<file path="src/rtl/uart_tx_wb_if.sv">
// Wishbone slave bus bundle for the UART transmitter.
//
// Signal names keep the slave-side view (_i driven by the master, _o driven
// by the slave) so waveforms read the same as a flat port list.
//   wbs_cyc_i / wbs_stb_i / wbs_we_i : cycle, strobe, write enable
//   wbs_sel_i [3:0]                  : byte lane selects
//   wbs_adr_i [31:0]                 : byte address (only [3:2] decoded)
//   wbs_dat_i [31:0]                 : write data
//   wbs_ack_o                        : one-cycle registered acknowledge
//   wbs_dat_o [31:0]                 : read data, valid only with ack
//
// Handshake: the master raises cyc&stb with address/data stable and keeps
// them stable until it sees ack. The slave accepts in the first cycle cyc&stb
// is sampled high while ack is low, and answers with exactly one ack cycle on
// the next cycle. A master that keeps stb high through the ack cycle gets its
// next transfer accepted one cycle later, so every transfer costs two cycles.
interface uart_tx_wb_if;
  logic        wbs_cyc_i;
  logic        wbs_stb_i;
  logic        wbs_we_i;
  logic [3:0]  wbs_sel_i;
  logic [31:0] wbs_adr_i;
  logic [31:0] wbs_dat_i;
  logic        wbs_ack_o;
  logic [31:0] wbs_dat_o;

  modport slave (
    input  wbs_cyc_i, wbs_stb_i, wbs_we_i, wbs_sel_i, wbs_adr_i, wbs_dat_i,
    output wbs_ack_o, wbs_dat_o
  );

  modport master (
    output wbs_cyc_i, wbs_stb_i, wbs_we_i, wbs_sel_i, wbs_adr_i, wbs_dat_i,
    input  wbs_ack_o, wbs_dat_o
  );
endinterface

</file>
<file path="src/rtl/uart_tx_wb.sv">
// UART transmitter (8N1, LSB first) with a small TX FIFO behind a Wishbone
// slave register interface.
//
// Ports:
//   clk_i        system clock
//   rstn_i       synchronous active-low reset
//   wbs          Wishbone slave bundle (uart_tx_wb_if.slave)
//   uart_tx_o    serial line, idle high
//   irq_o        level interrupt: irq_en & FIFO empty & transmitter idle
//   dbg_state_o  current transmitter FSM state (IDLE=0 START=1 DATA=2 STOP=3)
//
// Register map (adr[3:2]):
//   0 TXDATA  write-only, sel[0] pushes dat[7:0]; reads 0
//   1 STATUS  [0] busy [1] full [2] empty [3] overflow [12:8] count;
//             writing dat[3]=1 with sel[0] clears overflow
//   2 CTRL    [15:0] divisor (bit period = divisor+1 clocks), [16] irq_en
//   3 reserved, reads 0, writes ignored
module uart_tx_wb #(
  parameter int          FIFO_DEPTH = 4,
  parameter logic [15:0] DIV_RESET  = 16'd433
) (
  input  logic            clk_i,
  input  logic            rstn_i,
  uart_tx_wb_if.slave     wbs,
  output logic            uart_tx_o,
  output logic            irq_o,
  output logic [1:0]      dbg_state_o
);

  localparam int AW = $clog2(FIFO_DEPTH);
  localparam int CW = AW + 1;
  localparam logic [CW-1:0] DEPTH_C = CW'(FIFO_DEPTH);

  typedef enum logic [1:0] {
    S_IDLE  = 2'd0,
    S_START = 2'd1,
    S_DATA  = 2'd2,
    S_STOP  = 2'd3
  } state_e;

  // ---------------------------------------------------------------- state
  state_e         state_q, state_d;
  logic [15:0]    baud_q, baud_d;
  logic [2:0]     bit_q, bit_d;
  logic [7:0]     shift_q, shift_d;
  logic           tx_q, tx_d;
  logic           irq_q;

  logic [7:0]     mem_q [FIFO_DEPTH];
  logic [AW-1:0]  wptr_q, rptr_q;
  logic [CW-1:0]  count_q, count_d;
  logic           ovf_q;

  logic [15:0]    div_q;
  logic           irq_en_q;

  logic           ack_q;
  logic [31:0]    dat_o_q, dat_o_d;

  // ---------------------------------------------------------------- bus decode
  logic        acc;
  logic        wr_acc, rd_acc;
  logic [1:0]  reg_sel;
  logic        push_req, push, pop;
  logic        full, empty, busy;
  logic [4:0]  count5;
  logic [31:0] rd_data;

  // Accept only when no ack is outstanding; this is what forces the idle
  // cycle between back-to-back transfers.
  assign acc     = wbs.wbs_cyc_i & wbs.wbs_stb_i & ~ack_q;
  assign wr_acc  = acc & wbs.wbs_we_i;
  assign rd_acc  = acc & ~wbs.wbs_we_i;
  assign reg_sel = wbs.wbs_adr_i[3:2];

  assign full   = (count_q == DEPTH_C);
  assign empty  = (count_q == '0);
  assign busy   = (state_q != S_IDLE);
  assign count5 = 5'(count_q);

  assign push_req = wr_acc & (reg_sel == 2'd0) & wbs.wbs_sel_i[0];
  // A simultaneous pop frees the slot the push needs, so full only blocks a
  // push when the transmitter is not taking a byte this cycle.
  assign push     = push_req & (~full | pop);

  always_comb begin
    rd_data = 32'd0;
    case (reg_sel)
      2'd1:    rd_data = {19'd0, count5, 4'd0, ovf_q, empty, full, busy};
      2'd2:    rd_data = {15'd0, irq_en_q, div_q};
      default: rd_data = 32'd0;
    endcase
  end

  assign dat_o_d = rd_acc ? rd_data : 32'd0;

  always_ff @(posedge clk_i) begin
    if (!rstn_i) begin
      ack_q   <= 1'b0;
      dat_o_q <= 32'd0;
    end else begin
      ack_q   <= acc;
      dat_o_q <= dat_o_d;
    end
  end

  assign wbs.wbs_ack_o = ack_q;
  assign wbs.wbs_dat_o = dat_o_q;

  // ---------------------------------------------------------------- registers
  always_ff @(posedge clk_i) begin
    if (!rstn_i) begin
      div_q    <= DIV_RESET;
      irq_en_q <= 1'b0;
      ovf_q    <= 1'b0;
    end else begin
      if (wr_acc && reg_sel == 2'd2) begin
        if (wbs.wbs_sel_i[0]) div_q[7:0]  <= wbs.wbs_dat_i[7:0];
        if (wbs.wbs_sel_i[1]) div_q[15:8] <= wbs.wbs_dat_i[15:8];
        if (wbs.wbs_sel_i[2]) irq_en_q    <= wbs.wbs_dat_i[16];
      end
      if (push_req && full && !pop) begin
        ovf_q <= 1'b1;
      end else if (wr_acc && reg_sel == 2'd1 && wbs.wbs_sel_i[0] && wbs.wbs_dat_i[3]) begin
        ovf_q <= 1'b0;
      end
    end
  end

  // ---------------------------------------------------------------- FIFO
  always_comb begin
    count_d = count_q;
    case ({push, pop})
      2'b10:   count_d = count_q + CW'(1);
      2'b01:   count_d = count_q - CW'(1);
      default: count_d = count_q;
    endcase
  end

  // Pointers are AW bits wide, so they wrap modulo FIFO_DEPTH on their own.
  always_ff @(posedge clk_i) begin
    if (!rstn_i) begin
      wptr_q  <= '0;
      rptr_q  <= '0;
      count_q <= '0;
    end else begin
      if (push) wptr_q <= wptr_q + AW'(1);
      if (pop)  rptr_q <= rptr_q + AW'(1);
      count_q <= count_d;
    end
  end

  // Storage needs no reset: count/pointers define which entries are live.
  always_ff @(posedge clk_i) begin
    if (push) mem_q[wptr_q] <= wbs.wbs_dat_i[7:0];
  end

  // ---------------------------------------------------------------- TX FSM
  always_ff @(posedge clk_i) begin
    if (!rstn_i) begin
      state_q <= S_IDLE;
      baud_q  <= 16'd0;
      bit_q   <= 3'd0;
      shift_q <= 8'd0;
      tx_q    <= 1'b1;
      irq_q   <= 1'b0;
    end else begin
      state_q <= state_d;
      baud_q  <= baud_d;
      bit_q   <= bit_d;
      shift_q <= shift_d;
      tx_q    <= tx_d;
      irq_q   <= irq_en_q & empty & ~busy;
    end
  end

  // baud_q counts down from the divisor; reaching zero marks the last cycle
  // of a bit. Reloading from div_q at each boundary lets a divisor change
  // take effect from the next bit.
  always_comb begin
    state_d = state_q;
    baud_d  = baud_q;
    bit_d   = bit_q;
    shift_d = shift_q;
    pop     = 1'b0;
    case (state_q)
      S_IDLE: begin
        if (!empty) begin
          pop     = 1'b1;
          shift_d = mem_q[rptr_q];
          baud_d  = div_q;
          bit_d   = 3'd0;
          state_d = S_START;
        end
      end
      S_START: begin
        if (baud_q == 16'd0) begin
          baud_d  = div_q;
          state_d = S_DATA;
        end else begin
          baud_d = baud_q - 16'd1;
        end
      end
      S_DATA: begin
        if (baud_q == 16'd0) begin
          baud_d  = div_q;
          shift_d = {1'b0, shift_q[7:1]};
          if (bit_q == 3'd7) begin
            state_d = S_STOP;
          end else begin
            bit_d = bit_q + 3'd1;
          end
        end else begin
          baud_d = baud_q - 16'd1;
        end
      end
      S_STOP: begin
        if (baud_q == 16'd0) begin
          state_d = S_IDLE;
        end else begin
          baud_d = baud_q - 16'd1;
        end
      end
      default: state_d = S_IDLE;
    endcase
  end

  // The line level is registered from the next state so uart_tx_o comes
  // straight from a flop and changes on the same edge as the state.
  always_comb begin
    tx_d = 1'b1;
    case (state_d)
      S_START: tx_d = 1'b0;
      S_DATA:  tx_d = shift_d[0];
      default: tx_d = 1'b1;
    endcase
  end

  assign uart_tx_o   = tx_q;
  assign irq_o       = irq_q;
  assign dbg_state_o = state_q;

  // Bus bits outside the decoded fields.
  logic unused_bus;
  assign unused_bus = ^{wbs.wbs_adr_i[31:4], wbs.wbs_adr_i[1:0],
                        wbs.wbs_dat_i[31:17], wbs.wbs_sel_i[3]};

endmodule

</file>
<file path="src/flat_wrapper.sv">
// flat-port wrapper written by rule: the top's interface ports become plain ports
module uart_tx_wb_flat 
#(
  parameter int          FIFO_DEPTH = 4,
  parameter logic [15:0] DIV_RESET  = 16'd433
)
  (clk_i, rstn_i, uart_tx_o, irq_o, dbg_state_o, wbs_wbs_cyc_i, wbs_wbs_stb_i, wbs_wbs_we_i, wbs_wbs_sel_i, wbs_wbs_adr_i, wbs_wbs_dat_i, wbs_wbs_ack_o, wbs_wbs_dat_o);
  uart_tx_wb_if wbs_i ();
  input  logic clk_i;
  input  logic rstn_i;
  output logic uart_tx_o;
  output logic irq_o;
  output logic [1:0] dbg_state_o;
  input wire logic [$bits(wbs_i.wbs_cyc_i)-1:0] wbs_wbs_cyc_i;
  input wire logic [$bits(wbs_i.wbs_stb_i)-1:0] wbs_wbs_stb_i;
  input wire logic [$bits(wbs_i.wbs_we_i)-1:0] wbs_wbs_we_i;
  input wire logic [$bits(wbs_i.wbs_sel_i)-1:0] wbs_wbs_sel_i;
  input wire logic [$bits(wbs_i.wbs_adr_i)-1:0] wbs_wbs_adr_i;
  input wire logic [$bits(wbs_i.wbs_dat_i)-1:0] wbs_wbs_dat_i;
  output wire logic [$bits(wbs_i.wbs_ack_o)-1:0] wbs_wbs_ack_o;
  output wire logic [$bits(wbs_i.wbs_dat_o)-1:0] wbs_wbs_dat_o;
  assign wbs_i.wbs_cyc_i = wbs_wbs_cyc_i;
  assign wbs_i.wbs_stb_i = wbs_wbs_stb_i;
  assign wbs_i.wbs_we_i = wbs_wbs_we_i;
  assign wbs_i.wbs_sel_i = wbs_wbs_sel_i;
  assign wbs_i.wbs_adr_i = wbs_wbs_adr_i;
  assign wbs_i.wbs_dat_i = wbs_wbs_dat_i;
  assign wbs_wbs_ack_o = wbs_i.wbs_ack_o;
  assign wbs_wbs_dat_o = wbs_i.wbs_dat_o;
  uart_tx_wb #(.FIFO_DEPTH(FIFO_DEPTH), .DIV_RESET(DIV_RESET)) u_core (.clk_i(clk_i), .rstn_i(rstn_i), .wbs(wbs_i), .uart_tx_o(uart_tx_o), .irq_o(irq_o), .dbg_state_o(dbg_state_o));
endmodule
</file>
<file path="config.mk">
export PLATFORM = sky130hd
export DESIGN_NAME = uart_tx_wb_flat
export DESIGN_NICKNAME = d
export VERILOG_FILES = /design/src/rtl/uart_tx_wb_if.sv /design/src/rtl/uart_tx_wb.sv /design/src/flat_wrapper.sv
export SDC_FILE = /design/constraint.sdc
export NUM_CORES = 1
export LEC_CHECK = 0
export CAP_MARGIN = 40
export CORE_MARGIN = 2
export CORE_UTILIZATION = 30
export CTS_CLUSTER_DIAMETER = 40
export DETAILED_ROUTE_END_ITERATION = 12
export PLACE_DENSITY = 0.58
export SYNTH_ARGS = -nofsm -noshare
export SYNTH_HDL_FRONTEND = slang
export SYNTH_SLANG_ARGS = --single-unit
</file>
<file path="constraint.sdc">
create_clock -name clk_i -period 2.58 [get_ports clk_i]
set_clock_uncertainty 0.15 [all_clocks]
set_input_delay 0.516 -clock clk_i [delete_from_list [all_inputs] [get_ports clk_i]]
set_output_delay 0.516 -clock clk_i [all_outputs]
set_load 0.02 [all_outputs]
</file>
Word-level counts from Yosys, hierarchy flattened. Memories as Yosys holds them, arrays and structs flattened. A register that Yosys moved wholly into a read port is not among the register bits. Cells that the tools add are included.

$add $sub $neg: 6. Equal/unequal tests: 15. Mux-type cells: 28. Bitwise operators: 14. Reductions and logical operators: 23.

Operators by type and width (count): $mux 16 (3); $pmux 16 s3 (1); $pmux 17 s2 (1); $logic_not 16->1 (1); $mux 8 (2); $pmux 8 s2 (1); $sub 16x1->16 const B (1); $mux 2 (7); $pmux 3 s2 (2); $eq 2x2->1 const B (5); $reduce_and 2->1 (5); $and 1x1->1 (9); $mux 3 (3); $eq 2x1->1 const B (4); $pmux 2 s4 (1); $reduce_bool 2->1 (4); $add 3x1->3 const B (2); $eq 3x3->1 const B (2); $logic_and 1x1->1 (6); $mux 1 (6); $ne 2x2->1 const B (3); $add 2x1->2 const B (2); $logic_not 2->1 (2); $not 1->1 (4); other kinds (9) (9).

Bits in registers: 89. Memory bits (writable): 32. Output and inout bits: 37. Logic and storage cells: 103. Memories: 1.

Memory list: u_core.mem_q (depth 4, bits a word 8, rd ports 1, clocked after Yosys merged registers in 1, write ports 1, RTL line uart_tx_wb.sv:49) `logic [7:0] mem_q [FIFO_DEPTH];`.

Longest topological paths before layout.
Depth after elaboration: 8. Mapped depth: 10.

Least setup slack after synthesis. No wires, ideal clock.

Path kind: reg2reg. Start: register u_core.state_q[0] (netlist: u_core.dbg_state_o[0]). End: register u_core.count_q[2]. Data arrival time: 2458 ps. Slack: -100 ps. Stages on the path, launching flop included: 11. Buffers on the path: 0. Period minus slack after synthesis: 2680 ps. Cells stage by stage: dfxtp_1 inv_1 ha_1 inv_1 nor2_1 ha_1 inv_1 fa_1 xor2_1 or3_1 a21oi_1.

Word-level cells in the longest chain between the ends: 6. Elaborated cells between the ends (all ways): 8. Those cells by class: eq/ne: 2; mux: 2; bitwise: 2; reduce/logical: 2.

Ends and longest elaborated chain: start, declared (RTL line uart_tx_wb.sv:42) `state_e state_q, state_d;`; start signal, assigned (RTL line uart_tx_wb.sv:168) `state_q <= state_d;`; $logic_not 2->1 * (RTL line uart_tx_wb.sv:186) `case (state_q)`; $mux 1 * (RTL line uart_tx_wb.sv:186); named net u_core.pop (RTL line uart_tx_wb.sv:64) `logic push_req, push, pop;`; $or 1x1->1 (RTL line uart_tx_wb.sv:84) `assign push = push_req & (~full | pop);`; $and 1x1->1 (RTL line uart_tx_wb.sv:84); $eq 2x1->1 / $eq 2x2->1 (equally long branches) (RTL line uart_tx_wb.sv:133) `case ({push, pop})`; $pmux 3 s2 / $reduce_bool 2->1 (equally long branches); end signal, assigned (RTL line uart_tx_wb.sv:149) `count_q <= count_d;`; end, declared (RTL line uart_tx_wb.sv:51) `logic [CW-1:0] count_q, count_d;`.

Mark *: on every way through the listed nets, which the timed path passes. The rest lies on a longest branch. A chain may end at the register's enable or synchronous reset.

Worst setup path after layout.
Start: input port wbs_wbs_cyc_i. End: register u_core.count_q[2].

Word-level cells in the longest chain between the ends: 8. Elaborated cells between the ends (all ways): 10. Those cells by class: eq/ne: 2; mux: 1; bitwise: 6; reduce/logical: 1.

Ends and longest elaborated chain: start, declared (RTL line flat_wrapper.sv:14) `input wire logic [$bits(wbs_i.wbs_cyc_i)-1:0] wbs_wbs_cyc_i;`; $and 1x1->1 * (2 in a row) (RTL line uart_tx_wb.sv:71) `assign acc = wbs.wbs_cyc_i & wbs.wbs_stb_i & ~ack_q;`; $and 1x1->1 * (RTL line uart_tx_wb.sv:72) `assign wr_acc = acc & wbs.wbs_we_i;`; $and 1x1->1 * (2 in a row) (RTL line uart_tx_wb.sv:81) `assign push_req = wr_acc & (reg_sel == 2'd0) & wbs.wbs_sel_i[0];`; $and 1x1->1 * (RTL line uart_tx_wb.sv:84); $eq 2x1->1 / $eq 2x2->1 (equally long branches) (RTL line uart_tx_wb.sv:133); $pmux 3 s2 / $reduce_bool 2->1 (equally long branches).

Mark *: on every way between the ends. The rest lies on a longest branch, timed or not.

==> impl_metrics.tcl <==
set metrics [dict create \
    num_io_pins 110 \
    met3_resource_use_gr_pct 2.28 \
    clock_sinks 108 \
    io_buffers 48 \
    timing.critical_path.mode_cell "sky130_fd_sc_hd__inv_1" \
    part_of_the_total_power_dissipated_in_sequential_elements_pct 35.1 \
    htree_levels 3 \
    antenna_left 0 \
    grt-busiest-layer "met2" \
    critical_path.reg2reg.endpoint "u_core.count_q[2]$_SDFFE_PN0P_" \
    ctsHoldBuffers 0 \
    num-fill-cells 1643 \
    yosysWarnings 0 \
    layout-drive-gt1-share_pct 16.9 \
    number_of_cells_in_the_design_after_placement 756 \
    unrepaired_setup_endpoints_after_global_routing "true" \
    grt_pass1_vias 3759 \
    postRouteWirelength_um 12300 \
    row_count 47 \
    timing.fmax_mhz 400 \
    worstRegToRegCells 10 \
    commonest_register_cell_after_synthesis "sky130_fd_sc_hd__dfxtp_1" \
    timing_hold_violations_final 0 \
    cp_data_arrival_time_ns 2.64 \
    synthDistinctLibCells 63 \
    critical_path.max_stage_delay_ns 0.42 \
    cts.reportedPaths.clkPinSlew_ns 0.07 \
    coreArea_um2 16500 \
    clock_path_buffers 2 \
    worst_path_class_setup "in2reg" \
    place.gp.congestion 0.853 \
    power.switching_mw 2.12 \
    cp_slowest_cell "sky130_fd_sc_hd__clkdlybuf4s50_1" \
    status "completed" \
    synth_enable_flop_cells 32 \
    whs_endpoint "u_core.baud_q[6]$_SDFFE_PN0P_" \
    switching_share_pct 37.6 \
    design_power_total_mw 5.64 \
    yosysSeqAreaShare_pct 49.5 \
    initial_core_util_pct 30.4 \
    fp.dieH_um 133 \
    setup.worst_path.end_class "flip-flop" \
    antenna_violations_before_repair 0 \
    slew_headroom_pct 58.8 \
    routed-via-count 3922 \
    netlist_instances 479 \
    floorplan.die.width_um 133 \
    route.detailed.drc 0 \
    r2r-start "u_core.dbg_state_o[1]$_SDFF_PN0_" \
    finalSetupViolCount 0 \
    global_route.usage.total_pct 13.8 \
    p_per_area_nw_per_um2 897 \
    first_pass_grt_wire_length_um 19600 \
    postSynthRegisterBits 108 \
    antenna_cells 0 \
    critical_path_required_ns 2.72 \
    fin_crit_sh_pct 97.0 \
    multi_input_comb_area_um2 2300 \
    hold_class "reg2reg" \
    wl_per_cell_um 15.8 \
    max_cap_violations 0 \
    initialDrtViolationCount 240 \
    list_of_cells_traversed_by_the_critical_path "clkdlybuf4s50_1, and2_4, and3_4, o211a_1, inv_1, ha_2, inv_1, fa_2, xor2_1, or3_1, a21oi_2" \
    worst_pin_slew_ns 0.619 \
    regArea_um2 2480 \
    hpwl_um 8950 \
    placed_cell_area_um2 5930 \
    p_leak_nw 2.43 \
    floorplan.die_area_um2 17800 \
    final_net_count 641 \
    synthesis.area_per_instance_um2 10.5 \
    clk_tree_root_cell "sky130_fd_sc_hd__clkbuf_16" \
    hold_start "u_core.baud_q[6]$_SDFFE_PN0P_" \
    firstDrtPassIters 5 \
    clkLatencyLatePin_ns 0.35 \
    grt_remaining_overflow 0 \
    setup.reg_to_reg.worst_slack_ns 0.17 \
    power.share.combinational_pct 40.7 \
    area.growth.synth_to_final_pct 25.3 \
    post_synth_instance_area_um2 5010 \
    vdd_drop_max_uv 366 \
    critical_path.startpoint_type "input port" \
    groute.layer.met2.usage_pct 22.3 \
    finalInstanceArea_um2 6280 \
    grt_max_degree 31 \
    synth-async-reset-ratio_pct 0 \
    grtUsageMet1_pct 18.9 \
    power_frac_clock_pct 24.2 \
    finalNonFillerCells 775 \
    cts_tree "done" \
    holdPathStages 2 \
    fin_crit_ns 2.50 \
    critical_path_peak_fanout 2 \
    cts_inserted_buffers 9 \
    route.detailed.vias_per_inst 5.06 \
    finalMaxSlewViolations 0 \
    p_int_mw 3.52 \
]
## worst max-delay path: cells and delay by family
kind                       cells  cell delay [ns]
and+or+nand+nor                3             0.72
buffers and inverters          3             0.53
adders and majority gates      2             0.50
AOI/OAI and AO/OA              2             0.23
xor gates and xnor gates       1             0.16
## flip-flops by register name (all words and copies together), names as in the netlist, 2 cells and up, named ones only
| register | count |
|---|---|
| u_core.mem_q | 32 |
| u_core.wbs.wbs_dat_o | 17 |
| u_core.baud_q | 16 |
| u_core.div_q | 16 |
| u_core.shift_q | 8 |
| u_core.bit_q | 3 |
| u_core.count_q | 3 |
| u_core.dbg_state_o | 2 |
| u_core.rptr_q | 2 |
| u_core.wptr_q | 2 |
## cells by family after synthesis
kind of cell               share of synthesized area (%)
muxes                                               6.02
other                                             0.0748
AOI/OAI and AO/OA                                   14.9
xor gates and xnor gates                            1.05
and+or+nand+nor                                     17.6
adders and majority gates                           4.64
buffers and inverters                               6.24
DFF                                                 49.5
## layer usage
| metal | up-vias | wire, um |
|---|---|---|
| li1 | 1890 | - |
| met1 | 1883 | 5570 |
| met2 | 128 | 5890 |
| met3 | 21 | 613 |
| met4 | 0 | 205 |
| met5 | - | 0 |
## cell type report
| type | instances | area share, % |
|---|---|---|
| clock inverter | 6 | 1.02 |
| inverter | 18 | 1.08 |
| sequential | 108 | 39.5 |
| multi-input combinational | 323 | 36.6 |
| clock buffer | 10 | 3.65 |
| tap | 220 | 4.38 |
| timing repair buffer | 90 | 13.8 |
## power by group through the flow
stage / clock (mW) / combinational (mW) / sequential [mW]
finish: 1.36 / 2.29 / 1.98
global route: 1.46 / 2.53 / 2.00
floorplan: 0 / 1.64 / 2.00
detailed placement: 0 / 2.23 / 2.02
CTS: 1.39 / 2.24 / 1.98
global placement: 0 / 2.18 / 2.01
## layout by cell type, fill, tap and decap left out, drive strengths merged, types with 7 or more instances in the layout
| cell type | n |
|---|---|
| dfxtp | 76 |
| nor2 | 49 |
| clkdlybuf4s50 | 45 |
| buf | 42 |
| nand2 | 35 |
| edfxtp | 32 |
| a21oi | 21 |
| inv | 21 |
| nand3 | 18 |
| ha | 17 |
| conb | 15 |
| a22oi | 14 |
| a32oi | 13 |
| and3 | 13 |
| mux2i | 11 |
| clkbuf | 10 |
| a211oi | 9 |
| mux4 | 8 |
| o32ai | 8 |
| nor3 | 8 |
| and2 | 7 |
| nor4 | 7 |
## synthesized netlist by cell type (3+ instances only)
| cell | n | share of area (%) |
|---|---|---|
| sky130_fd_sc_hd__a211oi_1 | 5 | 0.75 |
| sky130_fd_sc_hd__a211oi_2 | 4 | 1.0 |
| sky130_fd_sc_hd__a21boi_1 | 3 | 0.45 |
| sky130_fd_sc_hd__a21oi_1 | 21 | 2.1 |
| sky130_fd_sc_hd__a221oi_1 | 4 | 0.70 |
| sky130_fd_sc_hd__a22oi_1 | 14 | 2.1 |
| sky130_fd_sc_hd__a32oi_1 | 13 | 2.3 |
| sky130_fd_sc_hd__and2_1 | 7 | 0.87 |
| sky130_fd_sc_hd__and3_1 | 13 | 1.6 |
| sky130_fd_sc_hd__buf_2 | 6 | 0.60 |
| sky130_fd_sc_hd__buf_4 | 19 | 2.8 |
| sky130_fd_sc_hd__clkbuf_1 | 17 | 1.3 |
| sky130_fd_sc_hd__dfxtp_1 | 76 | 30 |
| sky130_fd_sc_hd__edfxtp_1 | 32 | 19 |
| sky130_fd_sc_hd__ha_1 | 17 | 4.2 |
| sky130_fd_sc_hd__inv_1 | 17 | 1.3 |
| sky130_fd_sc_hd__mux2i_1 | 11 | 2.2 |
| sky130_fd_sc_hd__mux4_2 | 8 | 3.6 |
| sky130_fd_sc_hd__nand2_1 | 35 | 2.6 |
| sky130_fd_sc_hd__nand2b_1 | 3 | 0.37 |
| sky130_fd_sc_hd__nand3_1 | 18 | 1.8 |
| sky130_fd_sc_hd__nand4_1 | 4 | 0.50 |
| sky130_fd_sc_hd__nor2_1 | 49 | 3.7 |
| sky130_fd_sc_hd__nor3_1 | 7 | 0.70 |
| sky130_fd_sc_hd__nor4_1 | 4 | 0.50 |
| sky130_fd_sc_hd__o21a_1 | 4 | 0.60 |
| sky130_fd_sc_hd__o22ai_1 | 6 | 0.75 |
| sky130_fd_sc_hd__o32ai_1 | 8 | 1.4 |
| sky130_fd_sc_hd__or3_1 | 5 | 0.62 |
| sky130_fd_sc_hd__or4_1 | 4 | 0.60 |
| sky130_fd_sc_hd__xnor2_1 | 3 | 0.52 |
| sky130_fd_sc_hd__xor2_1 | 3 | 0.52 |
## repair_timing
item                       CTS  global route
pin swaps                    0             4
setup endpoints to repair    1            10
buffers inserted             0             3
gates resized for setup      1            12
hold endpoints to repair     0             0
## worst max-delay path by stage
stage,depth (start not counted),from,end,slack [ns]
finish,11,wbs_wbs_cyc_i,u_core.count_q[2]$_SDFFE_PN0P_,0.08
global route,11,wbs_wbs_cyc_i,u_core.count_q[2]$_SDFFE_PN0P_,-0.04
CTS,11,wbs_wbs_we_i,u_core.count_q[2]$_SDFFE_PN0P_,0.03
detailed placement,11,wbs_wbs_we_i,u_core.count_q[2]$_SDFFE_PN0P_,-0.37
global placement,11,wbs_wbs_cyc_i,u_core.count_q[2]$_SDFFE_PN0P_,-0.29
floorplan,10,u_core.dbg_state_o[0]$_SDFF_PN0_,u_core.count_q[2]$_SDFFE_PN0P_,0.0002
## per-stage QoR
| stage | util (%) | setup TNS, ns | setup slack (ns) | hold WS, ns |
|---|---|---|---|---|
| floorplan | - | 0 | 0.000249 | 0.295 |
| global placement | 36.0 | -0.375 | -0.286 | 0.312 |
| detailed placement | 36.0 | -0.561 | -0.369 | 0.318 |
| CTS | 37.8 | 0 | 0.0311 | 0.328 |
| global route | 38.1 | -0.0437 | -0.0437 | 0.340 |
| finish | 38.1 | 0 | 0.0775 | 0.326 |
No activity file was read; power rests on OpenSTA's default activity.
